<file path="config.mk">
export PLATFORM = sky130hd
export DESIGN_NAME = line_profile_seq
export DESIGN_NICKNAME = d
export VERILOG_FILES = /design/src/rtl/line_profile_seq.sv
export SDC_FILE = /design/constraint.sdc
export NUM_CORES = 1
export LEC_CHECK = 0
export CAP_MARGIN = 25
export CORE_MARGIN = 10
export CORE_UTILIZATION = 55
export DETAILED_ROUTE_END_ITERATION = 7
export HOLD_SLACK_MARGIN = 0.1
export PLACE_DENSITY = 0.73
export SYNTH_ARGS = -nofsm -noshare
export SYNTH_HDL_FRONTEND = slang
export SYNTH_SLANG_ARGS = --single-unit
</file>
<file path="constraint.sdc">
create_clock -name clk -period 7 [get_ports clk]
set_clock_uncertainty 0.05 [all_clocks]
set_input_delay 1.4 -clock clk [delete_from_list [all_inputs] [get_ports clk]]
set_output_delay 1.4 -clock clk [all_outputs]
set_load 0.02 [all_outputs]
</file>
<file path="src/rtl/line_profile_seq.sv">
// line_profile_seq: step-table driven line stimulus sequencer.
// Jumps or ramps line_theta per step, holds, then checks robot heading.
module line_profile_seq #(
    parameter int THETA_W = 13,
    parameter int DEPTH   = 16,
    parameter int HOLD_W  = 24,
    parameter int RATE_W  = 4,
    parameter int TOL     = 10,
    parameter int ERR_W   = 8
) (
    input  logic                      clk,
    input  logic                      rst_n,
    input  logic                      wr_en,
    input  logic [$clog2(DEPTH)-1:0]  wr_addr,
    input  logic signed [THETA_W-1:0] wr_theta,
    input  logic                      wr_present,
    input  logic                      wr_ramp,
    input  logic [RATE_W-1:0]         wr_rate,
    input  logic [HOLD_W-1:0]         wr_hold,
    input  logic                      wr_check,
    input  logic [$clog2(DEPTH):0]    num_steps,
    input  logic                      start,
    input  logic                      abort,
    input  logic signed [THETA_W-1:0] theta_robot,
    output logic signed [THETA_W-1:0] line_theta,
    output logic                      line_present,
    output logic                      busy,
    output logic                      done,
    output logic [$clog2(DEPTH)-1:0]  step_idx,
    output logic                      chk_fail,
    output logic [ERR_W-1:0]          err_cnt
);

    localparam int AW = $clog2(DEPTH);
    localparam logic signed [THETA_W-1:0] ONE = 1;

    typedef enum logic [2:0] {
        IDLE,
        LOAD,
        RAMP,
        HOLD,
        CHECK
    } state_t;

    typedef struct packed {
        logic [THETA_W-1:0] theta;
        logic               present;
        logic               ramp;
        logic [RATE_W-1:0]  rate;
        logic [HOLD_W-1:0]  hold;
        logic               check;
    } entry_t;

    entry_t tbl [DEPTH];
    entry_t ent;

    state_t state, state_nxt;

    logic signed [THETA_W-1:0] theta_nxt;
    logic                      present_nxt;
    logic                      busy_nxt;
    logic                      done_nxt;
    logic [AW-1:0]             idx_nxt;
    logic                      fail_nxt;
    logic [ERR_W-1:0]          err_nxt;
    logic [RATE_W-1:0]         div_cnt, div_nxt;
    logic [HOLD_W-1:0]         hold_cnt, hold_nxt;
    logic [AW:0]               n_run, n_run_nxt;

    logic signed [THETA_W-1:0] tgt;
    logic signed [THETA_W:0]   to_tgt;
    logic signed [THETA_W:0]   head_err;
    logic [THETA_W:0]          head_abs;
    logic signed [THETA_W-1:0] theta_step;
    logic                      head_bad;
    logic                      last_step;
    logic                      adv;

    assign ent = tbl[step_idx];
    assign tgt = $signed(ent.theta);

    // Table writes are accepted only while no sequence is running.
    always_ff @(posedge clk) begin
        if (wr_en && !busy) begin
            tbl[wr_addr] <= '{
                theta:   wr_theta,
                present: wr_present,
                ramp:    wr_ramp,
                rate:    wr_rate,
                hold:    wr_hold,
                check:   wr_check
            };
        end
    end

    // Ramp direction, next ramp value and heading-window test.
    always_comb begin
        to_tgt   = $signed({tgt[THETA_W-1], tgt})
                 - $signed({line_theta[THETA_W-1], line_theta});
        head_err = $signed({theta_robot[THETA_W-1], theta_robot})
                 - $signed({line_theta[THETA_W-1], line_theta});
        head_abs = head_err[THETA_W] ? $unsigned(-head_err)
                                     : $unsigned(head_err);
        head_bad = head_abs > (THETA_W+1)'(TOL);
        theta_step = to_tgt[THETA_W] ? line_theta - ONE
                                     : line_theta + ONE;
        last_step = ({1'b0, step_idx} + 1'b1) == n_run;
    end

    // Next-state and next-output logic; abort overrides everything.
    always_comb begin
        state_nxt   = state;
        theta_nxt   = line_theta;
        present_nxt = line_present;
        busy_nxt    = busy;
        done_nxt    = 1'b0;
        idx_nxt     = step_idx;
        fail_nxt    = 1'b0;
        err_nxt     = err_cnt;
        div_nxt     = div_cnt;
        hold_nxt    = hold_cnt;
        n_run_nxt   = n_run;
        adv         = 1'b0;
        if (abort && state != IDLE) begin
            state_nxt   = IDLE;
            busy_nxt    = 1'b0;
            present_nxt = 1'b1;
        end else begin
            unique case (state)
                IDLE: begin
                    if (start && !abort) begin
                        err_nxt   = '0;
                        idx_nxt   = '0;
                        n_run_nxt = num_steps;
                        if (num_steps == '0) begin
                            done_nxt = 1'b1;
                        end else begin
                            state_nxt = LOAD;
                            busy_nxt  = 1'b1;
                        end
                    end
                end
                LOAD: begin
                    present_nxt = ent.present;
                    div_nxt     = '0;
                    hold_nxt    = HOLD_W'(1);
                    if (!ent.ramp) begin
                        theta_nxt = tgt;
                        state_nxt = HOLD;
                    end else if (line_theta == tgt) begin
                        state_nxt = HOLD;
                    end else begin
                        state_nxt = RAMP;
                    end
                end
                RAMP: begin
                    if (div_cnt == ent.rate) begin
                        div_nxt   = '0;
                        theta_nxt = theta_step;
                        if (theta_step == tgt) state_nxt = HOLD;
                    end else begin
                        div_nxt = div_cnt + 1'b1;
                    end
                end
                HOLD: begin
                    if (hold_cnt >= ent.hold) begin
                        if (ent.check) state_nxt = CHECK;
                        else           adv       = 1'b1;
                    end else begin
                        hold_nxt = hold_cnt + 1'b1;
                    end
                end
                CHECK: begin
                    if (head_bad) begin
                        fail_nxt = 1'b1;
                        if (err_cnt != '1) err_nxt = err_cnt + 1'b1;
                    end
                    adv = 1'b1;
                end
                default: state_nxt = IDLE;
            endcase
            if (adv) begin
                if (last_step) begin
                    state_nxt = IDLE;
                    busy_nxt  = 1'b0;
                    done_nxt  = 1'b1;
                end else begin
                    idx_nxt   = step_idx + 1'b1;
                    state_nxt = LOAD;
                end
            end
        end
    end

    // State and registered outputs.
    always_ff @(posedge clk or negedge rst_n) begin
        if (!rst_n) begin
            state        <= IDLE;
            line_theta   <= '0;
            line_present <= 1'b1;
            busy         <= 1'b0;
            done         <= 1'b0;
            step_idx     <= '0;
            chk_fail     <= 1'b0;
            err_cnt      <= '0;
            div_cnt      <= '0;
            hold_cnt     <= '0;
            n_run        <= '0;
        end else begin
            state        <= state_nxt;
            line_theta   <= theta_nxt;
            line_present <= present_nxt;
            busy         <= busy_nxt;
            done         <= done_nxt;
            step_idx     <= idx_nxt;
            chk_fail     <= fail_nxt;
            err_cnt      <= err_nxt;
            div_cnt      <= div_nxt;
            hold_cnt     <= hold_nxt;
            n_run        <= n_run_nxt;
        end
    end

endmodule

</file>
==> summary.md <==
| Metric | Value |
|---|---|
| Non-Filler Instances | 2,915 |
| # port buffers | 99 |
| Largest net degree at the start of global routing | 93 |
| Final wirelength | 77,500 um |
| LEAKAGE | 0.0120 uW |
| Root Buffer | clkbuf_16 |
| CP max-delay cell | dfrtp_4 |
| Vias in the first global route | about 19,000 |
| Nets@finish | about 2,200 |
| Max-Cap Viols | 0 |
| Worst hold path type | reg2reg |
| Syn_area_per_cell | 16.8 um2 |
| Syn Nets | between 2,000 and 2,500 |
| Worst Setup End Kind | flip-flop |
| Iter 0 DRT Violations | between 1,500 and 2,000 |
| Antenna violations before repair | 9 |
| WP buf/inv | 2 |
| Top cell family by delay on the critical path | compound AO/OA/AOI/OAI gates |
| Worst EP arrival | 6.98 ns |
| Post-cts gate resize count | 0 |
| Outcome | finished clean |
| DRC violations left | 0 |
| Final Hold Viols | 0 |
| Pwr Density | 301 nW/um2 |
| Number of routed nets with antenna violations | 0 |
| Hold buffer count at CTS | 0 |
| Die area | 69,900 um2 |
| Setup TNS | 0 ns |
| Congestion Overflow GR | 0 |
| Vias post-DR | 18,800 |
| Skew-Pair Late Insertion Delay | 0.60 ns |
| Worst-path clk slew | 0.06 ns |
| Final WS setup | just under 0.5 ns |
| Slew headroom | 30.7% |
| Ports | 100 |
| Area delta synth->final | 13.2% |
| CORE AREA | just under 60,000 um2 |
| Maximum clock frequency | ~150 MHz |
| TritonCTS clock tree | built |
| Drt first pass iters | 5 |
| Worst-path cell chain | buf_12 -> mux4_2 -> a22oi_1 -> nand2_1 -> ha_1 -> nand3_1 -> nor3_1 -> o211ai_1 -> a31oi_1 -> inv_1 -> ha_1 -> nor2b_1 -> o21a_1 -> or2_2 -> a311oi_1 -> xnor2_1 -> xnor2_1 -> nand4b_1 -> nor4_1 -> a41oi_1 -> o211ai_1 |
| Synth async-reset ratio | 8.45% |
| Least-Margin Pin Slew | between 1 and 1.5 ns |
| DR vias/cell | 6.44 |
| CP Launch Type | flip-flop |
| First-pass GRT wire length | ~120,000 um |
| Number of cells after detailed placement | 2,775 |
| Post-DR wirelength/cell | 26.6 um |
| Distinct cells, synth | 82 |
| GPL Wtd Cong | approximately 0.86 |
| Most used DFF post-synth | edfxtp_1 |
| Most frequent cells in the layout | edfxtp_1 (704), mux2i_1 (151), mux4_2 (109), a221oi_1 (98), clkdlybuf4s50_1 (98) |
| Endpoints failing setup | 0 |
| Final period util | 93.0% |
| Mapped cell area | 32,800 um2 |
| Rows | 89 |
| Post-synthesis sequential area ratio | 69.3% |
| Peak VDD IR | 239 uV |
| Worst path max stage delay | 0.81 ns |
| Global Route Usage Sum | a little over a fifth |
| Clock Sinks | 769 |
| Fin crit period | 6.51 ns |
| HPWL reported at the end of detailed placement | 43,300 um |
| Clock Path Buffers | 3 |
| Yosys reg bits | 769 |
| Cell count after synthesis | 1,949 |
| Num CTS Buffers | 75 |
| Number of synthesized flops with an enable pin | 704 |
| Warnings from Yosys | 0 |
| Initial Util | 55.6% |
| Number of post-CTS setup repair buffers | 0 |
| Setup slack at placement | 0.561 ns |
| Worst path required time | 7.47 ns |
| Most common cell after layout, fill and taps aside | edfxtp_1 |
| Max Slew Vio Count | 0 |
| Share of cells above drive strength 1 | between 10% and 20% |
| CP max FO | 36 |
| Htree depth | 3 |
| Die height | 264 um |
| Die width | 264 um |
| RSZ-0062 raised after global routing | no |
| Crit Path Class | reg2reg |
## registers in the layout (all words and copies together), names as in the netlist
register,count
hold_cnt,24
line_present,1
step_idx,4
chk_fail,1
done,1
div_cnt,4
busy,1
n_run,5
err_cnt,8
line_theta,13
state,3
tbl,704
## stage by stage
step	hold WS, ns	total power [uW]	utilization (%)	instance area (um2)
after global routing	0.475	11600	63.0	37200
after global placement	0.430	7420	59.1	34900
final	0.461	11200	63.0	37200
after detailed placement	0.442	7480	59.1	34900
after CTS	0.460	11200	62.9	37100
after floorplan	0.415	6860	-	32800
## report_power, final
part           switching, uW  leakage (uW)  internal, uW
Combinational           1320       0.00368           815
Clock                   1650       0.00113          2100
Sequential               113       0.00720          5180
Total                   3080        0.0120          8100
## synth_stat cells (5+ instances only)
master / count / share of area [%]
a211oi_1: 14 / 0.32
a221oi_1: 98 / 2.6
and3_1: 9 / 0.17
nand2_1: 88 / 1.0
or4_1: 6 / 0.14
a22oi_1: 13 / 0.30
xnor2_1: 33 / 0.88
or3_1: 6 / 0.11
xor2_1: 14 / 0.37
clkbuf_1: 49 / 0.56
a21o_1: 18 / 0.41
o211ai_1: 9 / 0.21
edfxtp_1: 704 / 64
nor2b_1: 8 / 0.15
mux2i_1: 151 / 4.6
nand2b_1: 11 / 0.21
mux4_2: 109 / 7.5
o21ai_0: 48 / 0.73
a21oi_1: 57 / 0.87
nor2_1: 87 / 0.99
inv_1: 36 / 0.41
buf_1: 5 / 0.057
nand3_1: 32 / 0.49
buf_2: 26 / 0.40
o21a_1: 32 / 0.73
nor3_1: 30 / 0.46
a31o_2: 5 / 0.13
ha_1: 66 / 2.5
nand4_1: 11 / 0.21
and2_1: 6 / 0.11
or2_2: 5 / 0.095
o31ai_1: 8 / 0.18
dfrtp_1: 64 / 4.9
nor3b_1: 5 / 0.11
## area by class of cell
cell class                      instances  area (um2)
Fill cell                            4025       21800
Multi-Input combinational cell       1057        9680
Clock buffer                           88        1950
Clock inverter                         46         317
Sequential cell                       769       22800
Inverter                               39         146
Timing Repair Buffer                  138        1330
Antenna cell                            5        12.5
Tap cell                              773         967
## routing by layer
layer	GRT usage, %	up-vias	routed length, um
met5	0	-	34
met4	7.35	6	1630
met3	5.08	126	6800
met2	34.4	858	37300
met1	29.9	9606	31700
li1	-	8179	-
## logic make-up (layout without fill, tap and decap cells)
kind of cell               count (synthesis)  count (layout)  synth area share, %
buffers and inverters                    123             311                 1.55
adders and majority gates                 68              68                 2.64
other                                      0               5                    0
and+or+nand+nor                          321             321                 4.75
DFF                                      769             769                 69.3
AOI/OAI and AO/OA                        354             354                 8.07
xor gates and xnor gates                  50              50                 1.42
muxes                                    264             264                 12.2
## worst paths after layout
| kind | from | to | slack, ns | cells past startpoint |
|---|---|---|---|---|
| max | step_idx[0] | state[0] | 0.49 | 21 |
| min | line_present | line_present | 0.46 | 2 |
| max reg2reg | step_idx[0] | state[0] | 0.49 | 21 |
| min reg2reg | line_present | line_present | 0.46 | 2 |
| max in group asynchronous | rst_n | step_idx[1] | 5.21 | 2 |
| min in group asynchronous | rst_n | line_theta[5] | 0.98 | 2 |
## worst reg2reg max path, cell delays in order (launching register included)
cell      delay (ns)
dfrtp_4         0.81
buf_12          0.36
mux4_2          0.57
a22oi_1         0.19
nand2_1         0.19
ha_1            0.35
nand3_1         0.10
nor3_1          0.41
o211ai_1        0.20
a31oi_1         0.34
inv_1           0.30
ha_1            0.40
nor2b_1         0.15
o21a_1          0.17
or2_2           0.29
a311oi_1        0.37
xnor2_1         0.21
xnor2_1         0.15
nand4b_1        0.10
nor4_1          0.28
a41oi_1         0.20
o211ai_1        0.22
Note: power is estimated with default switching activity, not from simulation.
